==> config.mk <==
export PLATFORM = sky130hd
export DESIGN_NAME = load_unit
export DESIGN_NICKNAME = d
export VERILOG_FILES = /design/src/rtl/load_unit.sv
export SDC_FILE = /design/constraint.sdc
export NUM_CORES = 1
export LEC_CHECK = 0
export CAP_MARGIN = 20
export CORE_MARGIN = 2
export CORE_UTILIZATION = 38
export CTS_CLUSTER_SIZE = 8
export DETAILED_ROUTE_END_ITERATION = 10
export PLACE_DENSITY_LB_ADDON = 0.05
export SLEW_MARGIN = 20
export SYNTH_ARGS = -nofsm -noshare
export SYNTH_HDL_FRONTEND = slang
export SYNTH_SLANG_ARGS = --single-unit
==> constraint.sdc <==
create_clock -name clk -period 3.4 [get_ports clk]
set_input_delay 0.51 -clock clk [delete_from_list [all_inputs] [get_ports clk]]
set_output_delay 0.51 -clock clk [all_outputs]
set_load 0.05 [all_outputs]
==> src/rtl/load_unit.sv <==
// Memory-stage load engine: issues a word-aligned bus read, waits for ack or timeout,
// then returns the extended byte/halfword/word with a one-cycle valid pulse.
module load_unit #(
    parameter int unsigned TIMEOUT = 16
) (
    input  logic        clk,
    input  logic        reset,
    input  logic        start,
    input  logic [31:0] addr,
    input  logic [2:0]  DEType,
    input  logic        Req,
    input  logic [31:0] bus_rdata,
    input  logic        bus_ack,
    output logic        bus_req,
    output logic [31:0] bus_addr,
    output logic        busy,
    output logic        valid,
    output logic [31:0] rdata,
    output logic [1:0]  err
);

    typedef enum logic [1:0] {StIdle, StWait, StDone} state_e;

    localparam logic [2:0] TypeLw  = 3'b001;
    localparam logic [2:0] TypeLbu = 3'b010;
    localparam logic [2:0] TypeLb  = 3'b011;
    localparam logic [2:0] TypeLhu = 3'b100;
    localparam logic [2:0] TypeLh  = 3'b101;

    localparam logic [1:0] ErrOk      = 2'b00;
    localparam logic [1:0] ErrAlign   = 2'b01;
    localparam logic [1:0] ErrTimeout = 2'b10;

    localparam logic [7:0] CntLast = 8'(TIMEOUT - 1);

    state_e      state_q, state_d;
    logic        bus_req_q, bus_req_d;
    logic [31:0] bus_addr_q, bus_addr_d;
    logic        valid_q, valid_d;
    logic [31:0] rdata_q, rdata_d;
    logic [1:0]  err_q, err_d;
    logic [7:0]  cnt_q, cnt_d;
    logic [1:0]  off_q, off_d;
    logic [2:0]  type_q, type_d;

    logic        align_ok;
    logic [31:0] shifted;
    logic [15:0] half;
    logic [31:0] extracted;

    always_comb begin
        unique case (DEType)
            TypeLw:         align_ok = (addr[1:0] == 2'b00);
            TypeLbu, TypeLb: align_ok = 1'b1;
            TypeLhu, TypeLh: align_ok = ~addr[0];
            default:        align_ok = 1'b0;
        endcase
    end

    always_comb begin
        shifted = bus_rdata >> {off_q, 3'b000};
        half    = off_q[1] ? bus_rdata[31:16] : bus_rdata[15:0];
        unique case (type_q)
            TypeLbu: extracted = {24'h0, shifted[7:0]};
            TypeLb:  extracted = {{24{shifted[7]}}, shifted[7:0]};
            TypeLhu: extracted = {16'h0, half};
            TypeLh:  extracted = {{16{half[15]}}, half};
            default: extracted = bus_rdata;
        endcase
    end

    always_comb begin
        state_d    = state_q;
        bus_req_d  = bus_req_q;
        bus_addr_d = bus_addr_q;
        valid_d    = 1'b0;
        rdata_d    = rdata_q;
        err_d      = err_q;
        cnt_d      = cnt_q;
        off_d      = off_q;
        type_d     = type_q;

        // Flush wins over start, ack and timeout; result registers keep the last value.
        if (Req) begin
            state_d   = StIdle;
            bus_req_d = 1'b0;
            cnt_d     = 8'h0;
        end else begin
            unique case (state_q)
                StIdle: begin
                    if (start) begin
                        if (align_ok) begin
                            off_d      = addr[1:0];
                            type_d     = DEType;
                            bus_addr_d = {addr[31:2], 2'b00};
                            bus_req_d  = 1'b1;
                            cnt_d      = 8'h0;
                            state_d    = StWait;
                        end else begin
                            rdata_d = 32'h0;
                            err_d   = ErrAlign;
                            valid_d = 1'b1;
                            state_d = StDone;
                        end
                    end
                end
                StWait: begin
                    if (bus_ack) begin
                        bus_req_d = 1'b0;
                        rdata_d   = extracted;
                        err_d     = ErrOk;
                        valid_d   = 1'b1;
                        state_d   = StDone;
                    end else if (cnt_q == CntLast) begin
                        bus_req_d = 1'b0;
                        rdata_d   = 32'h0;
                        err_d     = ErrTimeout;
                        valid_d   = 1'b1;
                        state_d   = StDone;
                    end else begin
                        cnt_d = cnt_q + 8'd1;
                    end
                end
                StDone:  state_d = StIdle;
                default: state_d = StIdle;
            endcase
        end
    end

    always_ff @(posedge clk or negedge reset) begin
        if (!reset) begin
            state_q    <= StIdle;
            bus_req_q  <= 1'b0;
            bus_addr_q <= 32'h0;
            valid_q    <= 1'b0;
            rdata_q    <= 32'h0;
            err_q      <= 2'b00;
            cnt_q      <= 8'h0;
            off_q      <= 2'b00;
            type_q     <= 3'b000;
        end else begin
            state_q    <= state_d;
            bus_req_q  <= bus_req_d;
            bus_addr_q <= bus_addr_d;
            valid_q    <= valid_d;
            rdata_q    <= rdata_d;
            err_q      <= err_d;
            cnt_q      <= cnt_d;
            off_q      <= off_d;
            type_q     <= type_d;
        end
    end

    assign bus_req  = bus_req_q;
    assign bus_addr = bus_addr_q;
    assign busy     = (state_q != StIdle);
    assign valid    = valid_q;
    assign rdata    = rdata_q;
    assign err      = err_q;

endmodule

After elaboration in Yosys (flattened, before gate mapping) --
Index checks and enable logic that the tools add are counted.
Word-level totals: output and inout port bits 69, word-level logic and storage cells 80, flip-flop bits (word level) 81, input port bits 72
Operators by class: shift operators 1, bitwise gates (word level) 2, reduce and logical (&&, ||, !) cells 12, equality and inequality tests 19, muxes and demuxes 36, add/sub/neg operators 1
Operator list (count):
- 32-bit 2-to-1 mux | 4
- 32-bit case mux with 4 select lines | 1
- 32-bit case mux with 2 select lines | 1
- 8-bit 2-to-1 mux | 5
- 32-bit by 5-bit >> shifter with 8-bit output | 1
- 16-bit 2-to-1 mux | 1
- 2-bit 2-to-1 mux | 8
- 8-bit case mux with 2 select lines | 1
- 3-bit inequality test (second input constant) | 5
- 3-bit by 2-bit equality test with 1-bit output (second input constant) | 4
- 3-bit equality test (second input constant) | 4
- 1-bit 2-to-1 mux | 10
- 5-bit AND reduction | 2
- 8-bit by 1-bit adder with 8-bit output (second input constant) | 1
- 8-bit by 4-bit equality test with 1-bit output (second input constant) | 1
- 2-bit case mux with 2 select lines | 2
- 4-bit AND reduction | 2
- 2-bit logical NOT | 2
- 2-bit inequality test (second input constant) | 2
- 4-bit inequality test (second input constant) | 1
- 1-bit case mux with 2 select lines | 2
- 2-bit nonzero test | 2
- 2-bit OR reduction | 2
- 3-bit by 1-bit equality test with 1-bit output (second input constant) | 1
- 5 further kinds | 6

Depth between registers and ports, before layout --
depth after elaboration 7, depth in mapped cells 9, depth with buffers taken out 7

Worst setup path before layout --
OpenSTA, ideal clock, no wires.
path type in2reg, start point input DEType[1], end point register bus_addr_q[20] (netlist: bus_addr[20]), setup slack 1.387 ns, data required time 3.275 ns, stages on the path 8, path buffers 1, library setup time 0.125 ns, arrival 1.888 ns, cells stage by stage inv_1 > ha_1 > nand2b_1 > a21oi_1 > o22ai_4 > nand4_4 > buf_6 > mux2_4
On the way: cells in the longest elaborated chain, start to end 4, elaborated cells between the ends (all ways) 9, those cells by class eq/ne (5); mux (1); reduce/logical (3)
Ends and longest elaborated chain:
- start, declared | RTL line 10 | input logic [2:0] DEType,
- 3-bit equality test or 3-bit by 2-bit equality test with 1-bit output (tied branches) | RTL line 52 | unique case (DEType)
- 2-bit OR reduction | RTL line 52
- 1-bit case mux with 3 select lines * | RTL line 52
- 4-bit AND reduction (no source line) *
- end signal, assigned | RTL line 144 | bus_addr_q <= bus_addr_d;
- end, declared | RTL line 38 | logic [31:0] bus_addr_q, bus_addr_d;
Every way passes the cells marked *; elsewhere a longest branch is shown, timed or not. A chain may end at the register's enable or synchronous reset.

Final worst setup path --
start point register type_q[1], end point register rdata_q[20] (netlist: rdata[20])
On the way: cells in the longest elaborated chain, start to end 4, elaborated cells between the ends (all ways) 7, those cells by class eq/ne (4); mux (3)
Ends and longest elaborated chain:
- start, declared | RTL line 44 | logic [2:0] type_q, type_d;
- start signal, assigned | RTL line 150 | type_q <= type_d;
- 3-bit equality test or 3-bit by 2-bit equality test with 1-bit output (tied branches) | RTL line 63 | unique case (type_q)
- 32-bit case mux with 4 select lines * | RTL line 63
- 32-bit 2-to-1 mux * | RTL line 108 | if (bus_ack) begin
- 32-bit case mux with 2 select lines * | RTL line 89 | unique case (state_q)
- end signal, assigned | RTL line 146 | rdata_q <= rdata_d;
- end, declared | RTL line 40 | logic [31:0] rdata_q, rdata_d;
Marked as above.

==> flow_summary.yaml <==
outcome:
  status: "finished clean"
finish:
  multiInputGateArea_sq_um: 1876
  area.sequential_sq_um: 2027
  insertedDiodeCount: 0
  area_growth_pct: 40.66
  num-nets-final: 530
  utilization_pct: 55.52
  layout-drive-gt1-share_pct: 15.43
  fill_cells: 928
placement:
  dpl.hpwl_um: 7562
  portBuffers: 138
  place.gp.congestion: 0.7821
  post-place-ws_ns: 0.4819
setup_path:
  worst_r2r_endpoint: "rdata[20]"
  criticalPathCategory: "reg2reg"
  crit_path_end: "rdata[20]"
  r2r_setup_slack_ns: 0.84
  critPathLaunch: "type_q[1]"
  setup.worst_path.end_class: "flop"
  worstPathCellList: "nor2b_1 -> nand2b_1 -> nor2_1 -> o2bb2ai_1"
  arrival_ns: 2.84
  max_stage_delay_ns: 0.87
  r2r_start: "type_q[1]"
  reg2reg_depth: 4
  cp_max_fo: 23
  worstSetupStartpointType: "flop"
  slowest_stage: "dfrtp_1"
  required_ns: 3.68
clock_tree:
  cts.sinks: 81
  cts_buffers: 9
  clkTransAtPathRegs_ns: 0.10
  cts_hold_buffers: 0
  cts_tree: "done"
  htree_levels: 3
  clk_latency_ns: 0.36
  cts_setup_buffers: 0
  root_buffer: "clkbuf_8"
  cts.repair.resized: 0
  clockBufferDepth: 2
floorplan:
  io_pins: 141
  chipHeight_um: 108.0
  die_w_um: 108.0
  core_sq_um: 10420
  initial_core_util_pct: 39.47
  num_rows: 37
  die_area_sq_um: 11670
synthesis:
  yosys-top-cells-area: "dfrtp_1, mux2_4, o2bb2ai_1"
  synth_mux_area_share_pct: 15.22
  yosys_most_used_dff: "dfrtp_1"
  synth.most_common_cell: "dfrtp_1"
  synth_area_leader_cell: "dfrtp_1"
  syn_avg_cell_area_sq_um: 12.53
  synth-simple-area-share_pct: 7.273
  synth_compound_area_share_pct: 22.03
  yosys.area.top_type_share_pct: 49.30
  synthDistinctLibCells: 51
  yosysWarnings: 0
  synthTopCellsByCount: "dfrtp_1, o2bb2ai_1, mux2_4, a22o_1, nor2_1"
  syn-cell-area_sq_um: 4111
  synth-adder-area-share_pct: 0.9130
  synth_top_family_by_area: "compound AO/OA/AOI/OAI gates"
  synth_edf_count: 0
  ys_seq_area_share_pct: 49.30
  synthArstFlopShare_pct: 100.0
  syn_inst: 328
  yosys.area_share.xor_xnor_pct: 0
  synth_seq_cells: 81
sta:
  fin_crit_sh_pct: 75.20
  post-route-min-period_ns: 2.557
  drv_slew: 0
  hold_viol: 0
  worst_pin_slew_ns: 1.015
  tns_ns: 0
  relSlewSlack_pct: 32.17
  holdWs_ns: 0.1690
  timing.final.ws_setup_ns: 0.8433
  fin_skew_ns: 0.01347
  fmax_mhz: 391.1
  rsz0062_at_grt: "no"
  setup_viol: 0
global_route:
  antenna_found_initial: 0
  grt_pass1_wl_um: 17370
  overflow: 0
  grt_util_all_layers_pct: 19.34
  grt_max_degree: 82
  grt_pass1_vias: 3286
power:
  vdd_drop_max_uv: 410.3
  power_density_nw_per_um2: 695.1
  leakage_nw: 2.530
worst_hold_path:
  hold_path.class: "in2async"
routing:
  avgViaCountPerCell: 5.436
  routed_wl_um: 10830
  vias: 3240
  routedWlPerCell_um: 18.17
  dr.pass1.iters: 10
  remaining_drc_errors: 0
  drt_iter0_drc: 206
  ant_nets: 0
job:
  drv_cap: 0
[logic make-up (layout without fill, tap and decap cells)]
group                    after synthesis  in the layout
other                                  1              2
buffers and inverters                 34            165
multiplexers                          45             45
flip-flops                            81             81
adder cells (fa/ha/maj)                3              3
AND/OR/NAND/NOR                       56             56
AO/OA/AOI/OAI                        108            108
[report_power, final]
part	internal (W)	switching, W
Sequential	0.00114	0.000202
Clock	0.000563	0.000377
Combinational	0.000735	0.00100
Total	0.00244	0.00158
[cells in the final DEF (no fill, tap or decap), drive strengths merged, types with 3 or more instances in the layout]
| master | netlist | final |
|---|---|---|
| a221oi | 8 | 8 |
| clkinv | 0 | 3 |
| nand2b | 5 | 5 |
| nor2b | 5 | 5 |
| o21ai | 5 | 5 |
| mux2 | 43 | 43 |
| nor2 | 19 | 19 |
| buf | 15 | 3 |
| a22o | 23 | 23 |
| nand3 | 6 | 6 |
| o2bb2ai | 31 | 31 |
| clkdlybuf4s50 | 0 | 137 |
| ha | 3 | 3 |
| bufinv | 0 | 4 |
| nand2 | 11 | 11 |
| clkbuf | 10 | 9 |
| inv | 9 | 9 |
| a222oi | 7 | 7 |
| a21oi | 12 | 12 |
| dfrtp | 81 | 81 |
[layer usage]
metal / global-route usage, % / part of all wire [%]
met5: 0 / 0
met3: 5.907 / 8.1
met4: 6.593 / 1.5
met2: 27.85 / 44
met1: 27.66 / 47
[critical path, delay by kind of cell, from the launching register on]
family / cells / cell delay, ns
compound gates: 1 / 0.16
flops: 1 / 0.87
simple gates: 3 / 1.43
[final cells by class]
cell class / instances / area share (%)
clock buffers: 9 / 2.142
clock inverters: 7 / 2.466
inverters: 9 / 0.5842
multi-input cells: 214 / 32.43
flip-flops and latches: 81 / 35.05
well taps: 136 / 2.942
repair buffers: 140 / 24.38
[state kept, by name (all words and copies together), names as in the netlist]
signal	count
valid	1
off_q	2
type_q	3
bus_addr	30
err	2
bus_req	1
cnt_q	8
state_q	2
rdata	32
[metrics by stage]
step	total power [W]	std cells	instance area [sq um]
after floorplan	0.002525	329	4115
after CTS	0.004038	596	5779
after global routing	0.004211	596	5783
after global placement	0.003079	580	5513
after detailed placement	0.003087	580	5513
final	0.004020	596	5783
[worst min-delay path by stage]
stage	startpoint	endpoint	slack, ns	depth (start not counted)
after CTS	reset	cnt_q[2]	0.36	1
final	reset	cnt_q[3]	0.17	1
after floorplan	reset	bus_addr[10]	0.21	0
after global routing	reset	cnt_q[3]	0.24	1
after global placement	rdata[17]	rdata[17]	0.47	1
after detailed placement	rdata[17]	rdata[17]	0.47	1
No activity file was read; power rests on OpenSTA's default activity.
